===== src/rtl/spi_aes_regfile.sv =====
// -----------------------------------------------------------------------------
// spi_aes_regfile
//
// Register file between the SPI register-access front end and the AES-128
// core. Turns decoded SPI write/read strobes into key/input-block storage,
// AES start control and result capture, and returns read data plus the
// per-frame status byte to the front end.
//
// Ports
//   clk, rst        : clock; synchronous active-high reset
//   ena             : global enable; when low all state holds, no pulses
//   reg_addr        : register address (stable for the whole frame)
//   reg_addr_v      : read-address strobe (front end samples reg_data_i)
//   reg_rw          : 1 = write, 0 = read
//   txn_width       : write width, 00 byte / 01 halfword / 1x word
//   reg_data_o      : write data from the front end
//   reg_data_o_dv   : write strobe
//   reg_data_i      : read data to the front end (combinational)
//   status          : {run, done, err, key_valid, 4'b0}
//   aes_key         : 128-bit key, word 0 in bits [127:96]
//   aes_block       : 128-bit input block, same word order
//   aes_start       : one-cycle start pulse to the AES core
//   aes_busy        : AES core busy
//   aes_done        : one-cycle completion pulse from the AES core
//   aes_result      : AES result, valid with aes_done
//
// Address map: 0-3 KEY, 4-7 DIN, 8 CTRL (wo), 9 STATUS, 12-15 DOUT (ro).
// The 128-bit AES buses are built from four 32-bit words, so REG_W is 32.
// -----------------------------------------------------------------------------
module spi_aes_regfile #(
   parameter int ADDR_W = 4,
   parameter int REG_W  = 32
) (
   input  logic              clk,
   input  logic              rst,
   input  logic              ena,
   input  logic [ADDR_W-1:0] reg_addr,
   input  logic              reg_addr_v,
   input  logic              reg_rw,
   input  logic [1:0]        txn_width,
   input  logic [REG_W-1:0]  reg_data_o,
   input  logic              reg_data_o_dv,
   output logic [REG_W-1:0]  reg_data_i,
   output logic [7:0]        status,
   output logic [127:0]      aes_key,
   output logic [127:0]      aes_block,
   output logic              aes_start,
   input  logic              aes_busy,
   input  logic              aes_done,
   input  logic [127:0]      aes_result
);

   typedef enum logic {ST_IDLE, ST_RUN} state_t;

   state_t           state_q, state_d;
   logic [REG_W-1:0] key_q  [4];
   logic [REG_W-1:0] din_q  [4];
   logic [REG_W-1:0] dout_q [4];
   logic             done_q, err_q;
   logic [3:0]       key_full_q;   // word-width write seen per key word

   // Address decode: upper bits select a group of four words.
   logic [ADDR_W-3:0] grp;
   logic [1:0]        idx;
   logic key_hit, din_hit, dout_hit, ctrl_hit, stat_hit;

   assign grp      = reg_addr[ADDR_W-1:2];
   assign idx      = reg_addr[1:0];
   assign key_hit  = (grp == '0);
   assign din_hit  = (grp == (ADDR_W-2)'(1));
   assign dout_hit = (grp == (ADDR_W-2)'(3));
   assign ctrl_hit = (reg_addr == ADDR_W'(8));
   assign stat_hit = (reg_addr == ADDR_W'(9));

   // Strobe qualification. Every event is gated by ena here, so the
   // sequential block below needs no separate enable.
   logic wr_en, locked, start_req, clr_req, start_fire;
   logic data_wr, err_set, stat_rd, done_set;

   assign wr_en      = ena & reg_data_o_dv & reg_rw;
   // A run in progress, or a core still busy, locks KEY/DIN/START.
   assign locked     = (state_q == ST_RUN) | aes_busy;
   assign start_req  = wr_en & ctrl_hit & reg_data_o[0];
   assign clr_req    = wr_en & ctrl_hit & reg_data_o[1];
   assign start_fire = start_req & ~locked;
   assign data_wr    = wr_en & (key_hit | din_hit);
   assign err_set    = (data_wr | start_req) & locked;
   assign stat_rd    = ena & reg_addr_v & ~reg_rw & stat_hit;
   assign done_set   = ena & aes_done;

   // Partial-width write: only the low byte/halfword of the target changes.
   function automatic logic [REG_W-1:0] merge(input logic [REG_W-1:0] old_v,
                                              input logic [REG_W-1:0] new_v,
                                              input logic [1:0]       width);
      logic [REG_W-1:0] r;
      r = old_v;
      case (width)
         2'b00:   r[7:0]  = new_v[7:0];
         2'b01:   r[15:0] = new_v[15:0];
         default: r       = new_v;
      endcase
      return r;
   endfunction

   // Start FSM next state.
   always_comb begin
      // NOTE: every always_comb output gets a default first so no path can
      // leave it unassigned and infer a latch.
      state_d = state_q;
      case (state_q)
         ST_IDLE: if (start_fire)          state_d = ST_RUN;
         ST_RUN:  if (ena && aes_done)     state_d = ST_IDLE;
      endcase
   end

   always_ff @(posedge clk) begin
      if (rst) begin
         // NOTE: the word arrays are reset explicitly; they are a handful of
         // flops, not a RAM, and must read back 0 after reset.
         for (int i = 0; i < 4; i++) begin
            key_q[i]  <= '0;
            din_q[i]  <= '0;
            dout_q[i] <= '0;
         end
         state_q    <= ST_IDLE;
         done_q     <= 1'b0;
         err_q      <= 1'b0;
         key_full_q <= '0;
         aes_start  <= 1'b0;
      end else begin
         // NOTE: non-blocking assignments throughout so every register sees
         // the pre-edge values of the others, independent of statement order.
         state_q   <= state_d;
         aes_start <= start_fire;
         if (data_wr && !locked) begin
            if (key_hit) begin
               key_q[idx]      <= merge(key_q[idx], reg_data_o, txn_width);
               key_full_q[idx] <= key_full_q[idx] | txn_width[1];
            end else begin
               din_q[idx]      <= merge(din_q[idx], reg_data_o, txn_width);
            end
         end
         // aes_done is honoured in either state so no result is lost.
         if (done_set) begin
            for (int i = 0; i < 4; i++)
               dout_q[i] <= REG_W'(aes_result[127-32*i -: 32]);
         end
         // Setting wins over clearing on the same cycle.
         done_q <= done_set | (done_q & ~(clr_req | stat_rd));
         err_q  <= err_set  | (err_q  & ~clr_req);
      end
   end

   assign status = {state_q == ST_RUN, done_q, err_q, &key_full_q, 4'b0000};

   always_comb begin
      aes_key   = '0;
      aes_block = '0;
      for (int i = 0; i < 4; i++) begin
         aes_key[127-32*i -: 32]   = key_q[i][31:0];
         aes_block[127-32*i -: 32] = din_q[i][31:0];
      end
   end

   always_comb begin
      reg_data_i = '0;
      if (key_hit)       reg_data_i = key_q[idx];
      else if (din_hit)  reg_data_i = din_q[idx];
      else if (dout_hit) reg_data_i = dout_q[idx];
      else if (stat_hit) reg_data_i = REG_W'(status);
   end

endmodule


===== config.mk =====
export PLATFORM = sky130hd
export DESIGN_NAME = spi_aes_regfile
export DESIGN_NICKNAME = d
export VERILOG_FILES = /design/src/rtl/spi_aes_regfile.sv
export SDC_FILE = /design/constraint.sdc
export NUM_CORES = 1
export LEC_CHECK = 0
export BUFFER_PORTS_ARGS = -buffer_cell sky130_fd_sc_hd__clkbuf_2
export CORE_MARGIN = 10
export CORE_UTILIZATION = 33
export DETAILED_ROUTE_END_ITERATION = 8
export PLACE_DENSITY = 0.54
export SLEW_MARGIN = 30
export SYNTH_ARGS = -nofsm -noshare
export SYNTH_HDL_FRONTEND = slang
export SYNTH_SLANG_ARGS = --single-unit

===== constraint.sdc =====
create_clock -name clk -period 4.9 [get_ports clk]
set_input_delay 0.245 -clock clk [delete_from_list [all_inputs] [get_ports clk]]
set_output_delay 0.245 -clock clk [all_outputs]
set_load 0.1 [all_outputs]

==> flow_summary_export.csv, run 1 <==
group,metric,value,unit
grt,track_usage,20.4,%
sta,period_share,63.1,%
hold_path,hp-class,"in -> reg",
route,viasPerCell,5.06,
grt,grt_max_degree,78,
hold_path,holdPathStages,2,
power,finalPower,0.00873,W
grt,grt_overflow,0,
worst_setup_path,r2r_cells,5,
worst_setup_path,r2r_end,"din_q[1][22]",
power,p_per_area,376,nW/um2
sta,min_period,3.09,ns
flow_run,drv_cap,0,
clock_tree,clk_latency,0.56,ns
clock_tree,clk_pin_slew_worst_paths,0.06,ns
die,io_pins,471,
route,vias,12500,
clock_tree,cts_hold_buffers,121,
final_layout,regArea,11700,um2
worst_setup_path,rr_startpoint,"state_q",
outcome,status,"complete, no violations",
die,dieArea,63400,um2
route,wl_per_cell,26.8,um
final_layout,final_common_cell,"clkbuf_2",
worst_setup_path,worstPathMaxFanout,59,
synth,synth_edf_count,384,
final_layout,fin_area,23200,um2
synth,yosys-top-cells-area,"edfxtp_1 65%, mux4_2 12%, and2_1 5.1%",
clock_tree,ctsResizeCount,0,
clock_tree,cts_buffer_depth,3,
hold_path,min_from,"aes_result[14]",
worst_setup_path,worstSetupStartpoint,"reg_addr[1]",
final_layout,layout_common_cells,"464 x clkbuf_2, 384 x edfxtp_1, 202 x nor2_1, 144 x and2_1, 121 x dlygate4sd3_1",
clock_tree,cts_tree,"done",
final_layout,multi_input_area,5580,um2
grt,grt_pass1_wl,94.5,mm
worst_setup_path,crit_cells,6,
worst_setup_path,cp.arrival,2.85,ns
sta,setup_tns,0,ns
synth,synth.distinct_cells,39,
power,vdd_drop_max,0.204,mV
hold_path,hold_end,"dout_q[3][14]",
synth,avgSynthCellArea,15.0,um2
worst_setup_path,crit_top_cell,"buf_4",
synth,yosysWarnings,0,
sta,relSlewSlack,32.3,%
worst_setup_path,worst-setup-path-type,"in -> out",
sta,fmax,0.323,GHz
die,die_w,252,um
final_layout,syn2layout_area_growth,30.9,%
grt,antenna_found_initial,9,
power,p_leak,9.55,nW
worst_setup_path,timing.critical_path.buf_inv,3,
worst_setup_path,cp.required,4.66,ns
final_layout,n_fill_cell,4794,
route,finalWirelength,66.4,mm
worst_setup_path,max_stage_delay,0.67,ns
clock_tree,cts_setup_buffers,0,
place,io_buffers,466,
grt,grt_pass1_vias,13300,
route,ant_nets,0,
route,drt_iter0_markers,937,
synth,synth_area,17700,um2
sta,finClkSkew,0.00678,ns
sta,finalSetupViolations,0,
clock_tree,clockRootBuffer,"clkbuf_16",
clock_tree,cts_sinks,392,
worst_setup_path,setup.worst_path.start_class,"input pin",
clock_tree,htreeDepth,2,
synth,synth.largest_area_cell,"edfxtp_1",
sta,hold_violations,0,
synth,synth-seq-cells,392,
place,dpl_cell_area,20700,um2
worst_setup_path,endpoint_kind,"output port",
worst_setup_path,crit_chain,"buf_4, buf_4, mux4_2, a22oi_1, nand2_1, clkbuf_2",
route,remaining_drc_errors,0,
die,core_area,52900,um2
synth,synth_top_area_share,65.0,%
synth,synthFlopType,"edfxtp_1",
synth,seq_area_frac_synth,65.9,%
synth,netlist_instances,1185,
die,num_rows,84,
worst_setup_path,cpMaxStageDelayCell,"buf_4",
sta,slew_violations,0,
final_layout,nNetsFinal,1928,
sta,worstMarginPinSlew,1.02,ns
place,globalplace.congestion,0.937,
worst_setup_path,rrSetupSlack,2.07,ns
place,place_hpwl,48.0,mm
route,drt_pass1_iterations,5,
die,initial_core_util,33.6,%
clock_tree,cts_buffers,43,
die,die_h,252,um
sta,grt_setup_unrepaired,"false",
final_layout,drive_above_1_share,38.1,%
worst_setup_path,critPathTopFamily,"buffers and inverters",
synth,postSynth.asyncResetShare,0,%
==> worst reg2reg max path: cells and delay by family, from the launching register on <==
kind | cells | cell delay (ns)
DFF | 1 | 0.36
buffers and inverters | 1 | 0.27
and+or+nand+nor | 4 | 1.80
==> logic make-up after synthesis <==
kind of cell           Yosys count  share of synthesized area, %
DFF                            392                          65.9
other                            1                        0.0211
AOI/OAI and AO/OA               68                          3.21
and+or+nand+nor                499                          13.8
muxes                          129                          14.0
buffers and inverters           96                          3.07
==> worst max path at each step <==
stage | to | slack (ns)
4_1_cts | reg_data_i[9] | 1.81
6_report | reg_data_i[9] | 1.81
5_1_grt | reg_data_i[9] | 1.72
3_5_place_dp | din_q[1][21] | 1.77
2_1_floorplan | dout_q[0][0] | 0.84
3_3_place_gp | din_q[2][30] | 1.80
==> final cells by class <==
class	count	share of cell area, %
sequential	392	50.4
multi-input combinational	700	24.0
timing repair buffer	616	16.3
clock buffer	52	4.96
tap	688	3.71
clock inverter	22	0.528
antenna	8	0.0862
inverter	1	0.0162
==> through the flow <==
stage,hold slack [ns],setup slack [ns],cells,util [%]
3_5_place_dp,0.453,1.77,2276,39.2
3_3_place_gp,0.445,1.80,2276,39.1
2_1_floorplan,0.394,0.835,1188,-
5_1_grt,0.0215,1.72,2479,43.9
6_report,0.0145,1.81,2479,43.9
4_1_cts,0.00175,1.81,2471,43.9
==> sequential cells by signal (all words and copies together), names as in the netlist <==
register    cells
aes_start       1
din_q         128
done_q          1
dout_q        128
err_q           1
key_full_q      4
key_q         128
state_q         1
==> power breakdown <==
part,internal (W),leakage (nW),switching [W]
logic,0.000387,4.97,0.00137
clock network,0.00171,0.627,0.00132
registers,0.00386,3.96,0.0000917
total,0.00596,9.55,0.00277
==> synthesized netlist by cell type (2+ instances only) <==
master    count
a22oi_1      31
nand2_1      70
and2_1      144
buf_12        3
clkbuf_1     39
a31o_2        4
a41o_1        2
and3_1       49
dfxtp_1       8
buf_6         8
nor4b_1       2
nor2b_1      13
buf_4        10
a21oi_2      10
edfxtp_1    384
nor2_1      205
mux2i_1      33
a21oi_4       6
nand2b_1      3
a32oi_1       3
buf_2        30
mux4_2       95
buf_1         5
and4_1        4
nand3_1       4
a21oi_1       7
==> per-layer routing <==
layer	global-route usage, %	routed length, um
met1	25.6	26900
met2	33.1	31600
met3	5.62	5420
met4	8.08	2490
met5	0	8
No activity file was read; power rests on OpenSTA's default activity.
==> inputs of run 2 (changes only) <==
==> constraint.sdc (replaced) <==
create_clock -name clk -period 3.1 [get_ports clk]
set_input_delay 0.155 -clock clk [delete_from_list [all_inputs] [get_ports clk]]
set_output_delay 0.155 -clock clk [all_outputs]
set_load 0.1 [all_outputs]
==> run 2 against run 1 <==
Net effect:
- clock-buffer cell count fell by 1
- sequential power grew 58%
- combinational power is 61% higher
- via count barely moved
- worst hold slack gained 0.025 ns
- largest power group unchanged
- sequential share of layout area down 0.71 points
==> flow_summary_export.csv, run 2 (synthesized netlist as in run 1, its figures left out) <==
group,metric,value,unit
sta,finClkSkew,0.0101,ns
clock_tree,clockRootBuffer,"clkbuf_16",
worst_setup_path,endpoint_kind,"output port",
outcome,status,"complete, no violations",
sta,finalSetupViolations,0,
final_layout,reg_top3,"din_q (128), dout_q (128), key_q (128)",
worst_setup_path,setup.worst_path.start_class,"flip-flop",
worst_setup_path,r2r_cells,4,
place,place_hpwl,48.6,mm
sta,setup_tns,0,ns
grt,antenna_found_initial,2,
sta,period_share,86.4,%
die,die_w,252,um
final_layout,n_fill_cell,4836,
clock_tree,htreeDepth,2,
final_layout,nNetsFinal,1958,
place,io_buffers,466,
worst_setup_path,worst-setup-path-type,"reg -> out",
power,comb_power_share,20.3,%
clock_tree,cts_buffer_depth,3,
power,p_sw,0.00436,W
grt,grt_pass1_wl,95.7,mm
clock_tree,clk_latency,0.56,ns
hold_path,min_from,"reg_data_o[31]",
route,wl_per_cell,26.8,um
hold_path,hp-class,"in -> reg",
die,die_h,252,um
clock_tree,clk_pin_slew_worst_paths,0.06,ns
power,finalPower,0.0138,W
worst_setup_path,critPathTopFamily,"compound AO/OA/AOI/OAI gates",
clock_tree,cts_sinks,392,
flow_run,drv_cap,0,
clock_tree,cts_buffers,42,
clock_tree,ctsResizeCount,0,
grt,grt_pass1_vias,13400,
power,vdd_drop_max,0.351,mV
worst_setup_path,worstSetupStartpoint,"dout_q[2][10]",
final_layout,final_common_cell,"clkbuf_2",
grt,grt_overflow,0,
power,p_leak,9.72,nW
worst_setup_path,max_stage_delay,0.57,ns
die,core_area,52900,um2
sta,slew_violations,0,
sta,min_period,2.68,ns
route,vias,12500,
die,dieArea,63400,um2
power,seqPwrFrac,45.3,%
sta,hold_violations,0,
route,remaining_drc_errors,0,
sta,worstMarginPinSlew,0.938,ns
route,drt_iter0_markers,1163,
worst_setup_path,rr_startpoint,"state_q",
route,viasPerCell,5.02,
die,num_rows,84,
route,ant_nets,0,
place,globalplace.congestion,0.884,
grt,grt_max_degree,129,
route,finalWirelength,67.0,mm
final_layout,drive_above_1_share,38.7,%
worst_setup_path,worstPathMaxFanout,1,
die,initial_core_util,33.6,%
worst_setup_path,timing.critical_path.buf_inv,1,
final_layout,syn2layout_area_growth,32.7,%
worst_setup_path,cp.required,2.94,ns
power,p_clk_share,34.4,%
clock_tree,cts_tree,"done",
die,io_pins,471,
power,switching_share,31.6,%
grt,track_usage,20.7,%
worst_setup_path,crit_chain,"mux4_2, a22oi_1, nand2_1, clkbuf_2",
sta,fmax,0.373,GHz
power,p_int,0.00945,W
final_layout,layout_common_cells,"464 x clkbuf_2, 384 x edfxtp_1, 202 x nor2_1, 144 x and2_1, 130 x dlygate4sd3_1",
hold_path,holdPathStages,3,
power,p_per_area,587,nW/um2
clock_tree,cts_setup_buffers,0,
worst_setup_path,cpMaxStageDelayCell,"a22oi_1",
route,drt_pass1_iterations,5,
worst_setup_path,crit_cells,4,
sta,relSlewSlack,37.5,%
sta,grt_setup_unrepaired,"false",
worst_setup_path,cp.arrival,2.52,ns
-- run 2: cell count changes in the layout (fill, tap and decap cells not counted), sizes merged --
cell,change
clkbuf,-1
diode,-6
clkinvlp,+1
clkinv,-2
dlygate4sd3,+9
buf,+22
-- run 2: stage by stage --
| step | cell area (um2) | setup slack [ns] | hold slack [ns] | util [%] | cells |
|---|---|---|---|---|---|
| 6_report | 23500 | 0.422 | 0.0394 | 44.5 | 2502 |
| 5_1_grt | 23500 | 0.383 | 0.0390 | 44.5 | 2502 |
| 4_1_cts | 23500 | 0.493 | 0.00183 | 44.5 | 2500 |
| 3_5_place_dp | 21000 | 0.536 | 0.434 | 39.7 | 2298 |
| 3_3_place_gp | 21000 | 0.548 | 0.435 | 39.7 | 2298 |
| 2_1_floorplan | 17800 | 0.273 | 0.304 | - | 1188 |
-- run 2: layout make-up --
| type | count | area, um2 | area share, % |
|---|---|---|---|
| multi-input combinational | 700 | 5570 | 23.6 |
| inverter | 1 | 3.75 | 0.0159 |
| timing repair buffer | 647 | 4150 | 17.6 |
| antenna | 2 | 5.00 | 0.0213 |
| sequential | 392 | 11700 | 49.7 |
| tap | 688 | 861 | 3.66 |
| clock inverter | 21 | 120 | 0.510 |
| clock buffer | 51 | 1150 | 4.88 |
-- run 2: routing by layer --
metal / share of wire (%) / global-route usage (%)
met1: 40 / 25.8
met2: 48 / 33.7
met3: 8.9 / 5.87
met4: 3.2 / 7.77
met5: 0 / 0
-- run 2: what timing repair did --
item                                   CTS  global route
setup endpoints to repair                0             0
endpoints found under the hold margin  130             0
hold buffers                           130             0
-- run 2: path summary, 6_finish.rpt --
| kind | slack, ns | endpoint |
|---|---|---|
| hold / removal | 0.04 | din_q[1][31] |
| setup / recovery | 0.42 | reg_data_i[10] |
| setup reg to reg | 0.89 | din_q[0][20] |
| hold reg to reg | 0.47 | key_full_q[2] |
-- run 2: worst register-to-register path, delay by kind of cell, from the launching register on --
family | cells | cell delay [ns]
flops | 1 | 0.38
compound gates | 1 | 0.75
buf+inv | 1 | 0.16
simple gates | 2 | 0.50
-- run 2: power by group through the flow --
stage	Sequential [W]	Combinational (W)	Clock [W]
floorplan	0.00731	0.00101	0
CTS	0.00626	0.00282	0.00485
detailed placement	0.00637	0.00269	0
global route	0.00628	0.00291	0.00503
finish	0.00626	0.00281	0.00475
global placement	0.00637	0.00268	0
==> inputs of run 3 (changes only) <==
--- a/config.mk
+++ b/config.mk
@@ -6,10 +6,10 @@
 export NUM_CORES = 1
 export LEC_CHECK = 0
 export BUFFER_PORTS_ARGS = -buffer_cell sky130_fd_sc_hd__clkbuf_2
-export CORE_MARGIN = 10
-export CORE_UTILIZATION = 33
+export CORE_MARGIN = 8
+export CORE_UTILIZATION = 40
 export DETAILED_ROUTE_END_ITERATION = 8
-export PLACE_DENSITY = 0.54
+export PLACE_DENSITY = 0.63
 export SLEW_MARGIN = 30
 export SYNTH_ARGS = -nofsm -noshare
 export SYNTH_HDL_FRONTEND = slang
==> run 3 against run 2 <==
Net effect:
- wire length down 6.5%
- highest routed layer unchanged
- via count up 1.7%
- setup slack better by 0.099 ns
==> flow_summary_export.csv, run 3 (synthesized netlist as in run 1, its figures left out) <==
group,metric,value,unit
outcome,status,"complete, no violations",
final_layout,reg_top3,"din_q (128), dout_q (128), key_q (128)",
final_layout,nNetsFinal,1953,
route,ant_nets,0,
route,wl_per_cell,26.1,um
worst_setup_path,setup.worst_path.start_class,"flip-flop",
die,num_rows,77,
sta,period_share,83.2,%
sta,worstMarginPinSlew,0.798,ns
sta,grt_setup_unrepaired,"false",
sta,setup_slack,0.520,ns
place,globalplace.congestion,0.927,
power,p_leak,9.71,nW
route,dr_wl_met3,5.78,mm
clock_tree,htreeDepth,2,
route,vias,12800,
clock_tree,cts_sinks,392,
final_layout,layout_common_cells,"464 x clkbuf_2, 384 x edfxtp_1, 202 x nor2_1, 144 x and2_1, 129 x dlygate4sd3_1",
clock_tree,clk_latency,0.55,ns
final_layout,final_common_cell,"clkbuf_2",
clock_tree,cts_tree,"done",
clock_tree,clockRootBuffer,"clkbuf_16",
die,die_w,227,um
grt,grt_max_degree,129,
clock_tree,cts_buffers,42,
worst_setup_path,endpoint_kind,"output port",
final_layout,syn2layout_area_growth,32.1,%
hold_path,min_from,"reg_data_o[7]",
route,wirelength_met1,25.2,mm
power,switching_share,30.8,%
worst_setup_path,worstSetupStartpoint,"key_q[3][31]",
sta,setup_tns,0,ns
route,met2_length,29.8,mm
sta,min_period,2.58,ns
sta,slew_violations,0,
worst_setup_path,crit_chain,"mux4_2, a22oi_1, nand2_1, clkbuf_2",
die,die_h,227,um
route,drt_pass1_iterations,5,
power,p_sw,0.00429,W
power,p_clk_share,35.0,%
die,core_area,44000,um2
worst_setup_path,cp.required,2.94,ns
flow_run,drv_cap,0,
power,seqPwrFrac,44.9,%
grt,grt_overflow,0,
worst_setup_path,cpMaxStageDelayCell,"mux4_2",
sta,fmax,0.388,GHz
worst_setup_path,cp.arrival,2.42,ns
route,finalWirelength,62.7,mm
power,comb_power_share,20.1,%
die,initial_core_util,40.3,%
worst_setup_path,rr_startpoint,"state_q",
clock_tree,clk_pin_slew_worst_paths,0.06,ns
final_layout,drive_above_1_share,38.5,%
hold_path,hp-class,"in -> reg",
clock_tree,cts_buffer_depth,3,
place,io_buffers,466,
route,drt_iter0_markers,1563,
sta,finalSetupViolations,0,
route,viasPerCell,5.32,
grt,grt_pass1_vias,13100,
worst_setup_path,worst-setup-path-type,"reg -> out",
grt,grt_pass1_wl,89.4,mm
route,maxUsedRoutingLayer,"met4",
die,dieArea,51300,um2
sta,relSlewSlack,46.8,%
route,remaining_drc_errors,0,
sta,finClkSkew,0.0102,ns
place,place_hpwl,44.6,mm
sta,hold_violations,0,
power,p_per_area,594,nW/um2
worst_setup_path,max_stage_delay,0.50,ns
die,io_pins,471,
power,p_int,0.00962,W
power,vdd_drop_max,0.328,mV
grt,track_usage,23.7,%
worst_setup_path,worstPathMaxFanout,2,
grt,antenna_found_initial,2,
place,place_ws,0.511,ns
[run 3: cell types whose count changed in the layout (fill, tap and decap cells not counted), sizes merged]
cell and change:
clkinv -8, clkbuf +5, buf -4, diode +3, bufinv +2, clkinvlp -1, dlygate4sd3 -1
[run 3: worst paths after layout]
check | to | cells past startpoint | slack, ns
worst max register to register | din_q[3][18] | 4 | 0.86
worst min register to register | key_full_q[2] | 2 | 0.47
worst min-delay path | key_q[3][7] | 2 | 0.04
worst max-delay path | reg_data_i[31] | 4 | 0.52
[run 3: worst max-delay path: cells and delay by family (launching register included)]
kind | cells | cell delay (ns)
simple gates | 1 | 0.10
mux | 1 | 0.50
flops | 1 | 0.42
compound gates | 1 | 0.45
buf+inv | 1 | 0.39
[run 3: through the flow]
| stage | power [W] | std cells | utilization, % | hold WS, ns | instance area, um2 |
|---|---|---|---|---|---|
| final | 0.0139 | 2402 | 53.2 | 0.0391 | 23400 |
| after global routing | 0.0143 | 2399 | 53.2 | 0.0257 | 23400 |
| after CTS | 0.0140 | 2397 | 53.2 | 0.00367 | 23400 |
| after detailed placement | 0.00901 | 2198 | 47.3 | 0.433 | 20800 |
| after global placement | 0.00900 | 2198 | 47.3 | 0.438 | 20800 |
| after floorplan | 0.00833 | 1188 | - | 0.304 | 17800 |
[run 3: repair_timing]
| action | in CTS | in global routing |
|---|---|---|
| hold buffers | 129 | 0 |
| endpoints found under the hold margin | 129 | 0 |
| resized for setup | 0 | 0 |
| setup buffers | 0 | 0 |
[run 3: power by group through the flow]
stage,combinational (W),sequential [W],clock (W)
2_1_floorplan,0.00101,0.00731,0
3_3_place_gp,0.00265,0.00635,0
3_5_place_dp,0.00266,0.00636,0
4_1_cts,0.00279,0.00625,0.00495
5_1_grt,0.00288,0.00627,0.00514
6_report,0.00279,0.00625,0.00487
[run 3: layout make-up]
cell class	instances	area [um2]
flip-flops and latches	392	11700
multi-input cells	700	5570
fillers	3684	20600
clock inverters	14	140
clock buffers	56	1170
well taps	592	741
diodes	5	12.5
inverters	1	3.75
repair buffers	642	4110
[run 3: layer usage]
layer,track usage [%],vias to the layer above
met5,0,-
li1,-,5596
met1,32.1,6375
met3,5.43,90
met2,37.5,706
met4,8.14,0
